$ cat config.mk
export PLATFORM = sky130hd
export DESIGN_NAME = wb_slave_mux
export DESIGN_NICKNAME = d
export VERILOG_FILES = /design/src/rtl/wb_slave_mux.sv
export SDC_FILE = /design/constraint.sdc
export NUM_CORES = 1
export LEC_CHECK = 0
export BUFFER_PORTS_ARGS = -buffer_cell sky130_fd_sc_hd__buf_2
export CORE_MARGIN = 5
export CORE_UTILIZATION = 30
export CTS_BUF_LIST = sky130_fd_sc_hd__clkbuf_4 sky130_fd_sc_hd__clkbuf_8 sky130_fd_sc_hd__clkbuf_16
export DETAILED_ROUTE_END_ITERATION = 12
export GPL_TIMING_DRIVEN = 0
export RECOVER_POWER = 25
export SKIP_LAST_GASP = 1
export SYNTH_ARGS = -nofsm -noshare
export SYNTH_HDL_FRONTEND = slang
export SYNTH_SLANG_ARGS = --single-unit
export TNS_END_PERCENT = 50
$ cat constraint.sdc
create_clock -name clk -period 4.1 [get_ports clk]
set_clock_uncertainty 0.1 [all_clocks]
set_input_delay 0.615 -clock clk [delete_from_list [all_inputs] [get_ports clk]]
set_output_delay 0.615 -clock clk [all_outputs]
set_load 0.02 [all_outputs]
$ cat src/rtl/wb_slave_mux.sv
// Wishbone 1-to-NUM_SLAVES address decoder with registered response path, bus-error, timeout and abort handling.
// Optional error log (err_adr_o/err_to_o/err_cnt_o) is built when WB_SLAVE_MUX_ERRLOG_EN is defined.
module wb_slave_mux #(
   parameter int                            NUM_SLAVES  = 3,
   parameter int                            ADDR_W      = 32,
   parameter int                            DATA_W      = 32,
   parameter logic [NUM_SLAVES*ADDR_W-1:0]  SLV_BASE    = {32'h0300_0000, 32'h0200_0000, 32'h0100_0000},
   parameter logic [NUM_SLAVES*ADDR_W-1:0]  SLV_MASK    = {3{32'hFF00_0000}},
   parameter int                            TIMEOUT_CYC = 255
) (
   input  logic                          clk,
   input  logic                          rst,
   input  logic                          m_cyc_i,
   input  logic                          m_stb_i,
   input  logic                          m_we_i,
   input  logic [DATA_W/8-1:0]           m_sel_i,
   input  logic [ADDR_W-1:0]             m_adr_i,
   input  logic [DATA_W-1:0]             m_dat_i,
   output logic [DATA_W-1:0]             m_dat_o,
   output logic                          m_ack_o,
   output logic                          m_err_o,
   output logic [NUM_SLAVES-1:0]         s_stb_o,
   output logic [NUM_SLAVES-1:0]         s_cyc_o,
   output logic                          s_we_o,
   output logic [DATA_W/8-1:0]           s_sel_o,
   output logic [ADDR_W-1:0]             s_adr_o,
   output logic [DATA_W-1:0]             s_dat_o,
   input  logic [NUM_SLAVES*DATA_W-1:0]  s_dat_i,
   input  logic [NUM_SLAVES-1:0]         s_ack_i
`ifdef WB_SLAVE_MUX_ERRLOG_EN
   ,
   output logic [ADDR_W-1:0]             err_adr_o,
   output logic                          err_to_o,
   output logic [15:0]                   err_cnt_o
`endif
);

   localparam int IDX_W = (NUM_SLAVES > 1) ? $clog2(NUM_SLAVES) : 1;
   localparam int CNT_W = $clog2(TIMEOUT_CYC + 1);

   typedef enum logic [1:0] {IDLE, REQ, RESP} state_t;

   state_t                 state;
   logic [IDX_W-1:0]       sel_idx;
   logic [NUM_SLAVES-1:0]  stb_q;
   logic [CNT_W-1:0]       cnt;

   logic                   hit;
   logic [IDX_W-1:0]       hit_idx;
   logic                   start;
   logic                   ack_sel;
   logic                   unmapped_evt;
   logic                   timeout_evt;
   logic [DATA_W-1:0]      rdata;

   // NOTE: every signal gets a default before the loop so no latch is inferred.
   always_comb begin
      hit     = 1'b0;
      hit_idx = '0;
      // Walk downwards so the lowest matching index is the one left standing.
      for (int i = NUM_SLAVES - 1; i >= 0; i--) begin
         if ((m_adr_i & SLV_MASK[i*ADDR_W +: ADDR_W]) == SLV_BASE[i*ADDR_W +: ADDR_W]) begin
            hit     = 1'b1;
            hit_idx = IDX_W'(i);
         end
      end
   end

   // A request is not taken while an error pulse is still visible to the master.
   assign start        = m_cyc_i && m_stb_i && !m_err_o;
   assign ack_sel      = s_ack_i[sel_idx];
   assign rdata        = s_dat_i[sel_idx*DATA_W +: DATA_W];
   assign unmapped_evt = (state == IDLE) && start && !hit;
   assign timeout_evt  = (state == REQ) && m_cyc_i && !ack_sel && (cnt == CNT_W'(TIMEOUT_CYC - 1));

   // Dropping m_cyc_i removes the slave strobe in the same cycle.
   assign s_stb_o = stb_q & {NUM_SLAVES{m_cyc_i}};
   assign s_cyc_o = stb_q & {NUM_SLAVES{m_cyc_i}};

   // NOTE: sequential state uses non-blocking assignments only.
   always_ff @(posedge clk) begin
      if (rst) begin
         state   <= IDLE;
         sel_idx <= '0;
         stb_q   <= '0;
         cnt     <= '0;
         m_ack_o <= 1'b0;
         m_err_o <= 1'b0;
         m_dat_o <= '0;
         s_we_o  <= 1'b0;
         s_sel_o <= '0;
         s_adr_o <= '0;
         s_dat_o <= '0;
      end else begin
         m_ack_o <= 1'b0;
         m_err_o <= 1'b0;
         unique case (state)
            IDLE: begin
               if (start && hit) begin
                  sel_idx <= hit_idx;
                  stb_q   <= NUM_SLAVES'(1) << hit_idx;
                  s_we_o  <= m_we_i;
                  s_sel_o <= m_sel_i;
                  s_adr_o <= m_adr_i;
                  s_dat_o <= m_dat_i;
                  cnt     <= '0;
                  state   <= REQ;
               end else if (unmapped_evt) begin
                  m_err_o <= 1'b1;
               end
            end
            REQ: begin
               if (!m_cyc_i) begin
                  stb_q <= '0;
                  state <= IDLE;
               end else if (ack_sel) begin
                  m_dat_o <= rdata;
                  stb_q   <= '0;
                  m_ack_o <= 1'b1;
                  state   <= RESP;
               end else if (timeout_evt) begin
                  stb_q   <= '0;
                  m_err_o <= 1'b1;
                  state   <= IDLE;
               end else if (cnt != CNT_W'(TIMEOUT_CYC)) begin
                  cnt <= cnt + 1'b1;
               end
            end
            RESP: begin
               state <= IDLE;
            end
            default: begin
               stb_q <= '0;
               state <= IDLE;
            end
         endcase
      end
   end

`ifdef WB_SLAVE_MUX_ERRLOG_EN
   always_ff @(posedge clk) begin
      if (rst) begin
         err_adr_o <= '0;
         err_to_o  <= 1'b0;
         err_cnt_o <= '0;
      end else if (unmapped_evt || timeout_evt) begin
         err_adr_o <= timeout_evt ? s_adr_o : m_adr_i;
         err_to_o  <= timeout_evt;
         if (err_cnt_o != 16'hFFFF) begin
            err_cnt_o <= err_cnt_o + 16'd1;
         end
      end
   end
`else
   // Error logging disabled: no log registers exist.
`endif

endmodule

==> metrics, run 1 <==
First DRT Iteration DRCs 226; outcome finished, final reports clean; Ports 281; clock latency on the worst-skew pair 0.40 ns; Slew HR 0.482; Slew Viols, Final 0; Die Y 139 µm; leakage power 2.93 nW; PD cells 394 nW/µm²; vias in the first global route 4,981; WHS 0.343 ns; Synth-to-Final Area Change 44.5%; CTS resizes 0; DP HPWL 13.5 mm; post-synth top area cell dfxtp_1; hold path start m_adr_i[9]; Avg WL per Cell 15.2 µm; DRT met1 WL 7.67 mm; share of Yosys cell area claimed by the top area cell type 0.475; final worst path period need 2.67 ns; Synth Net Count 785; cell count after synthesis 611; Post-synth EDFFs 0; Core Rows 47; max cap viols 0; wire length on met3 853 µm; Worst Path Max Fanout 10; I/O Buffers 279; H-tree depth 4; Post-Route WL 17.3 mm; Hold WC Path Type in2reg; Final Hold Fails 0; most instantiated cells after synthesis 135 x nand2_1, 118 x dfxtp_1, 102 x a21oi_1; gpl congestion 0.903; first-pass GRT wire length 26.9 mm; fillers 1,728; Nets 1,083; Primary FF master, synth dfxtp_1; area of the multi-input gates 2350 µm²; Worst EP arrival 2.88 ns; Finished Cell Area 7190 µm²; vias per std cell 4.55; f_max 375 MHz; antenna viol nets, final 0; die area 19,300 µm²; CTS Sinks 118; Final setup violation count 0; Seq cells post-synth 118; clk root buf clkbuf_16; top sig layer met4; chip width 139 µm; Starting Density 0.303; CP Class reg2reg; Syn Std Cell Area 4980 µm²; initial antenna violation count 0; final cycle utilization of the critical path 0.650; Storage cell area 2360 µm²; Antenna diodes 0; synthesized area per cell 8.15 µm²; largest net degree at the start of global routing 17; Placeable Area 16,400 µm²; CTS tree built; RSZ-0062 raised after global routing no; routed vias 5,183; hold buffers post-CTS 0; GRT Total Usage 0.173; WP data required 4.32 ns; Setup Fix Bufs, Post-CTS 0; Area after DPL 6650 µm²; post-synthesis sequential area ratio 0.475; # DRC 0; share of post-route cells with drive strength above 1 0.298; final setup TNS 0 ns; Worst R2R Start sel_idx[0]; DR WL met2 8.54 mm; First-pass DRT Iterations 6; asr flop ratio synth 0; most frequent cell after synthesis nand2_1; Synth warnings 0; CTS buffer count 17; Area contributors post-synth dfxtp_1 47%, a21oi_1 10%, nand2_1 10%, mux2i_1 6.6%, nor2_1 5.4%; GRT Residual Overflow 0; Worst-Margin Slew 0.775 ns; crit path launch type register; Max rail drop VDD 0.000276 V; crit path launch sel_idx[0]; CTS clk-pin slew, worst paths 0.06 ns; deepest clock path buffer count 2; nature of the critical path endpoint register; Synth cell types 45
==> state kept, by name (all words and copies together) (netlist names), 2 cells and up <==
signal and cells:
m_dat_o 32, stb_q 3, cnt 8, s_dat_o 32, s_sel_o 4, s_adr_o 32
sel_idx 2, state 2
==> cell families (layout without fill, tap and decap cells) <==
logic type,Yosys count,count (layout),share of synthesized area
fa+ha+maj,2,2,0.00503
compound gates,155,155,0.184
mux,33,33,0.0664
simple gates,251,251,0.217
buf+inv,52,361,0.0525
flops,118,118,0.475
==> metrics by stage <==
step,setup slack [ns],util,std cells,power (mW)
floorplan,1.46,-,611,1.22
global placement,1.12,0.405,1110,1.32
detailed placement,1.09,0.405,1110,1.32
CTS,1.37,0.443,1140,2.87
global route,1.11,0.438,1140,2.93
finish,1.43,0.438,1140,2.83
==> worst max-delay path: stages (launching register included) <==
cell      delay [ns]
dfxtp_1         0.30
clkbuf_1        0.40
mux2i_1         0.24
o21a_1          0.26
nor2_1          0.53
clkbuf_1        0.45
nor2_1          0.08
a211oi_1        0.21
==> area by class of cell <==
type	instances	area share
Tap cell	220	0.0383
Sequential cell	118	0.328
Buffer	49	0.0348
Clock buffer	22	0.0687
Inverter	3	0.00157
Multi-Input combinational cell	441	0.327
Timing Repair Buffer	279	0.184
Clock inverter	8	0.0169
==> power breakdown <==
group	leakage, nW	internal [mW]	total (mW)	switching [mW]
logic	1.67	0.0769	0.149	0.0719
clock network	0.304	1.03	1.53	0.505
registers	0.950	1.15	1.15	0.000841
total	2.93	2.25	2.83	0.578
==> per-layer routing <==
| metal | up-vias | track usage |
|---|---|---|
| met3 | 19 | 0.0462 |
| met5 | - | 0 |
| li1 | 2682 | - |
| met2 | 131 | 0.290 |
| met1 | 2351 | 0.217 |
| met4 | 0 | 0.0520 |
==> worst paths after layout <==
check	end	slack, ns	cells past startpoint
worst max-delay path	m_dat_o[22]	1.43	7
worst min-delay path	s_adr_o[9]	0.34	3
worst max register to register	m_dat_o[22]	1.43	7
worst min register to register	stb_q[2]	0.35	2
==> cell usage in the layout (no fill, tap or decap), types with 3 or more instances in the layout <==
cell / synthesis / final
buf_2: 2 / 225
nand4_1: 3 / 3
nor3_1: 8 / 8
inv_1: 3 / 3
clkbuf_16: 0 / 17
and2_1: 3 / 3
nand2_1: 135 / 135
buf_4: 3 / 3
bufinv_16: 0 / 3
mux2i_1: 33 / 33
clkbuf_1: 35 / 91
o21ai_0: 6 / 6
clkinv_2: 0 / 3
a211oi_1: 32 / 32
dfxtp_1: 118 / 118
a21oi_1: 102 / 102
nor2_1: 72 / 72
nand3_1: 5 / 5
clkbuf_8: 0 / 5
o221a_1: 3 / 3
and3_1: 8 / 8
buf_6: 7 / 7
Power figures use the tool's default switching activity.
==> run 2: changes to the inputs <==
==> constraint.sdc (replaced) <==
create_clock -name clk -period 2.25 [get_ports clk]
set_clock_uncertainty 0.1 [all_clocks]
set_input_delay 0.3375 -clock clk [delete_from_list [all_inputs] [get_ports clk]]
set_output_delay 0.3375 -clock clk [all_outputs]
set_load 0.02 [all_outputs]
==> metrics, run 2 (same netlist as run 1, synthesis figures left out) <==
Slew Viols, Final 0; DP HPWL 13.4 mm; Synth-to-Final Area Change 45.4%; Final setup violation count 0; Avg WL per Cell 14.8 µm; Worst Path Max Fanout 10; GRT Total Usage 0.169; Nets 1,083; gpl congestion 0.888; antenna viol nets, final 0; clk root buf clkbuf_16; H-tree depth 4; Die Y 139 µm; final cycle utilization of the critical path 0.969; final worst path period need 2.18 ns; final core occ 0.441; GRT Residual Overflow 0; nature of the critical path endpoint register; First DRT Iteration DRCs 193; First-pass DRT Iterations 6; Largest regs m_dat_o (32), s_adr_o (32), s_dat_o (32); Max rail drop VDD 0.000481 V; max cap viols 0; Starting Density 0.303; vias per std cell 4.58; chip width 139 µm; Placeable Area 16,400 µm²; crit path launch type primary input; outcome finished, final reports clean; CTS buffer count 17; WHS 0.0615 ns; CTS Sinks 118; Worst-Margin Slew 0.742 ns; Final Instance Count excl. Fillers 1,141; CP Class in2reg; dpl cells 1,110; vias in the first global route 4,859; Slew HR 0.505; first-pass GRT wire length 26.4 mm; f_max 459 MHz; Worst EP arrival 2.34 ns; I/O Buffers 279; Antenna diodes 0; Worst R2R Path Depth 5; Final Hold Fails 0; Core Rows 47; CTS clk-pin slew, worst paths 0.06 ns; power after layout 5.02 mW; Ports 281; RSZ-0062 raised after global routing yes; clock latency on the worst-skew pair 0.40 ns; Hold WC Path Type in2reg; Post-Route WL 16.9 mm; hold buffers post-CTS 0; deepest clock path buffer count 2; initial antenna violation count 0; fillers 1,742; CTS tree built; commonest non-fill, non-tap cells in the layout 229 x buf_2, 135 x nand2_1, 117 x dfxtp_1; WP data required 2.41 ns; most common cell after layout, fill and taps aside buf_2; share of post-route cells with drive strength above 1 0.314; routed vias 5,227; leakage power 2.96 nW; die area 19,300 µm²; # DRC 0; largest net degree at the start of global routing 17; PD cells 694 nW/µm²; worst hold stages 3
==> run 2: cell count changes in the layout (fill, tap and decap cells not counted), moves of 2 or more <==
cell / change
clkbuf_8: -2
clkinv_2: +2
clkbuf_4: +2
buf_2: +4
clkbuf_2: +2
clkbuf_1: -7
==> run 2: worst max-delay path, stage by stage <==
cell,delay (ns)
buf_2,0.10
or4_4,0.56
or4_4,0.54
nand2b_4,0.16
buf_6,0.14
clkbuf_1,0.27
nand2_1,0.16
a21oi_1,0.07
==> run 2: final timing paths <==
check,slack (ns),to,start
max,0.07,sel_idx[1],m_adr_i[26]
min,0.06,s_adr_o[1],m_adr_i[1]
max reg2reg,0.08,cnt[1],sel_idx[0]
min reg2reg,0.35,s_dat_o[18],s_dat_o[18]
==> run 2: metrics by stage <==
| stage | instance area, µm² | setup TNS [ns] | setup WS, ns |
|---|---|---|---|
| 4_1_cts | 7250 | 0 | 0.00239 |
| 6_report | 7240 | 0 | 0.0704 |
| 2_1_floorplan | 4980 | -0.204 | -0.107 |
| 5_1_grt | 7240 | -0.117 | -0.0445 |
| 3_3_place_gp | 6650 | -35.77 | -0.412 |
| 3_5_place_dp | 6650 | -37.02 | -0.427 |
==> run 2: timing repair <==
item / CTS / global route
pin swaps: 0 / 1
setup buffers: 0 / 1
setup endpoints to repair: 40 / 94
resized for setup: 6 / 7
gates cloned: 0 / 0
==> run 2: where the power goes <==
part / internal, mW / switching (mW)
logic: 0.141 / 0.131
clock network: 1.73 / 0.926
registers: 2.09 / 0.00140
==> run 2: final cells by class <==
type,instances,area (µm²),area share
flip-flops and latches,118,2360,0.327
well taps,220,275,0.0380
clock buffers,22,482,0.0666
plain buffers,48,249,0.0344
repair buffers,280,1350,0.187
clock inverters,9,101,0.0140
multi-input cells,441,2400,0.332
inverters,3,11.3,0.00156
==> run 2: metal layers <==
metal | global-route usage | part of all wire
met3 | 0.0497 | 0.052
met1 | 0.211 | 0.43
met5 | 0 | 0
met4 | 0.0422 | 0.010
met2 | 0.289 | 0.51
==> run 3: changes to the inputs <==
--- a/config.mk
+++ b/config.mk
@@ -5,14 +5,15 @@
 export SDC_FILE = /design/constraint.sdc
 export NUM_CORES = 1
 export LEC_CHECK = 0
-export BUFFER_PORTS_ARGS = -buffer_cell sky130_fd_sc_hd__buf_2
 export CORE_MARGIN = 5
 export CORE_UTILIZATION = 30
 export CTS_BUF_LIST = sky130_fd_sc_hd__clkbuf_4 sky130_fd_sc_hd__clkbuf_8 sky130_fd_sc_hd__clkbuf_16
 export DETAILED_ROUTE_END_ITERATION = 12
+export DONT_BUFFER_PORTS = 1
 export GPL_TIMING_DRIVEN = 0
 export RECOVER_POWER = 25
 export SKIP_LAST_GASP = 1
+export SLEW_MARGIN = 20
 export SYNTH_ARGS = -nofsm -noshare
 export SYNTH_HDL_FRONTEND = slang
 export SYNTH_SLANG_ARGS = --single-unit
==> metrics, run 3 (same netlist as run 1, synthesis figures left out) <==
outcome finished, final reports clean; Nets 864; WP data required 2.49 ns; First-pass DRT Iterations 5; GRT Total Usage 0.166; Post-Route WL 16.6 mm; Ports 281; Core Rows 47; Slew Viols, Final 0; Final Instance Count excl. Fillers 923; vias per std cell 5.00; CP max stage cell or4_4; PD cells 774 nW/µm²; CTS clk-pin slew, worst paths 0.06 ns; CTS Sinks 118; Largest regs m_dat_o (32), s_adr_o (32), s_dat_o (32); Final setup violation count 0; First DRT Iteration DRCs 205; # DRC 0; gpl congestion 0.897; Worst-Margin Slew 0.728 ns; leakage power 2.15 nW; Worst EP arrival 2.41 ns; final cycle utilization of the critical path 0.965; initial antenna violation count 0; Setup Fix Bufs, Post-CTS 0; die area 19,300 µm²; antenna viol nets, final 0; R2R Setup Slk 0.10 ns; clock latency on the worst-skew pair 0.41 ns; GRT Residual Overflow 0; Finished Cell Area 6510 µm²; Worst Path Max Fanout 10; vias in the first global route 4,428; Starting Density 0.303; Placeable Area 16,400 µm²; clk root buf clkbuf_16; Avg WL per Cell 18.0 µm; fillers 1,632; WHS 0.0477 ns; share of post-route cells with drive strength above 1 0.0925; I/O Buffers 0; final worst path period need 2.17 ns; largest stage delay on the critical path 0.54 ns; commonest non-fill, non-tap cells in the layout 135 x nand2_1, 117 x dfxtp_1, 102 x a21oi_1; Synth-to-Final Area Change 30.8%; pre-CTS setup slack -0.470 ns; routed vias 4,619; CP top delay family simple AND/OR/NAND/NOR gates; chip width 139 µm; met3 Usage GRT 0.0521; dpl cells 831; first-pass GRT wire length 25.5 mm; largest net degree at the start of global routing 17; Slew HR 0.514; final worst setup slack 0.0781 ns; final core occ 0.397; H-tree depth 4; DP HPWL 12.1 mm; nature of the critical path endpoint register; CTS tree built; CP Class in2reg; gr busiest metal met2; max cap viols 0; CP cell instances or4_4 > or4_4 > nor3_4 > buf_6 > nand2_1 > a21oi_1; M1 GR Usage 0.200; Die Y 139 µm; Most common cell on crit path or4_4; Antenna diodes 0; RSZ-0062 raised after global routing yes; deepest clock path buffer count 2; most common cell after layout, fill and taps aside nand2_1; Final Hold Fails 0; GRT met2 Usage 0.282; f_max 460 MHz; Area after DPL 5250 µm²; CTS buffer count 17; Hold WC Path Type in2reg; Max rail drop VDD 0.000475 V; crit path launch type primary input; Crit path buffers/inverters 1
-- run 3: cell count changes in the layout (fill, tap and decap cells not counted), sizes merged --
cell and delta:
buf -228, clkbuf -56, clkinv -2, clkinvlp +2, dlygate4sd3 +62, inv +4
-- run 3: power breakdown --
| part | switching, mW | internal (mW) | leakage, nW | total (mW) |
|---|---|---|---|---|
| Combinational | 0.0981 | 0.110 | 0.916 | 0.208 |
| Clock | 1.03 | 1.70 | 0.287 | 2.73 |
| Sequential | 0.00637 | 2.09 | 0.951 | 2.10 |
| Total | 1.14 | 3.90 | 2.15 | 5.04 |
-- run 3: path summary, 6_finish.rpt --
check,startpoint,to,cells after the start
worst max-delay path,m_adr_i[26],s_dat_o[22],6
worst min-delay path,m_adr_i[24],sel_idx[0],2
worst max register to register,sel_idx[0],cnt[1],5
worst min register to register,stb_q[2],stb_q[2],2
-- run 3: what timing repair did --
action | 4_1_cts | 5_1_grt
gates cloned | 0 | 0
resized for setup | 7 | 10
hold buffers | 62 | 0
endpoints found under the hold margin | 62 | 0
endpoints found under the setup margin | 40 | 43
-- run 3: stage by stage --
step | power, mW | TNS, ns
floorplan | 2.23 | -0.204
global placement | 2.26 | -29.72
detailed placement | 2.26 | -32.97
CTS | 5.11 | 0
global route | 5.22 | -0.104
finish | 5.04 | 0
-- run 3: worst reg2reg max path, stage by stage, from the launching register on --
cell,delay (ns)
dfxtp_2,0.46
mux2i_2,0.35
o21a_1,0.30
a31oi_2,0.22
or4_1,0.51
a21oi_1,0.14
-- run 3: final cells by class --
cell class,count,area [µm²],area share
clock inverters,13,145,0.0223
plain buffers,47,248,0.0381
well taps,220,275,0.0423
flip-flops and latches,118,2360,0.363
repair buffers,62,621,0.0953
clock buffers,19,453,0.0696
inverters,3,11.3,0.00173
multi-input cells,441,2390,0.368
-- run 3: metal layers --
metal / up-vias / share of wire / routed length (µm)
li1: 2263 / - / -
met5: - / 0 / 0
met3: 20 / 0.063 / 1050
met4: 0 / 0.016 / 272
met2: 181 / 0.51 / 8500
met1: 2155 / 0.41 / 6810
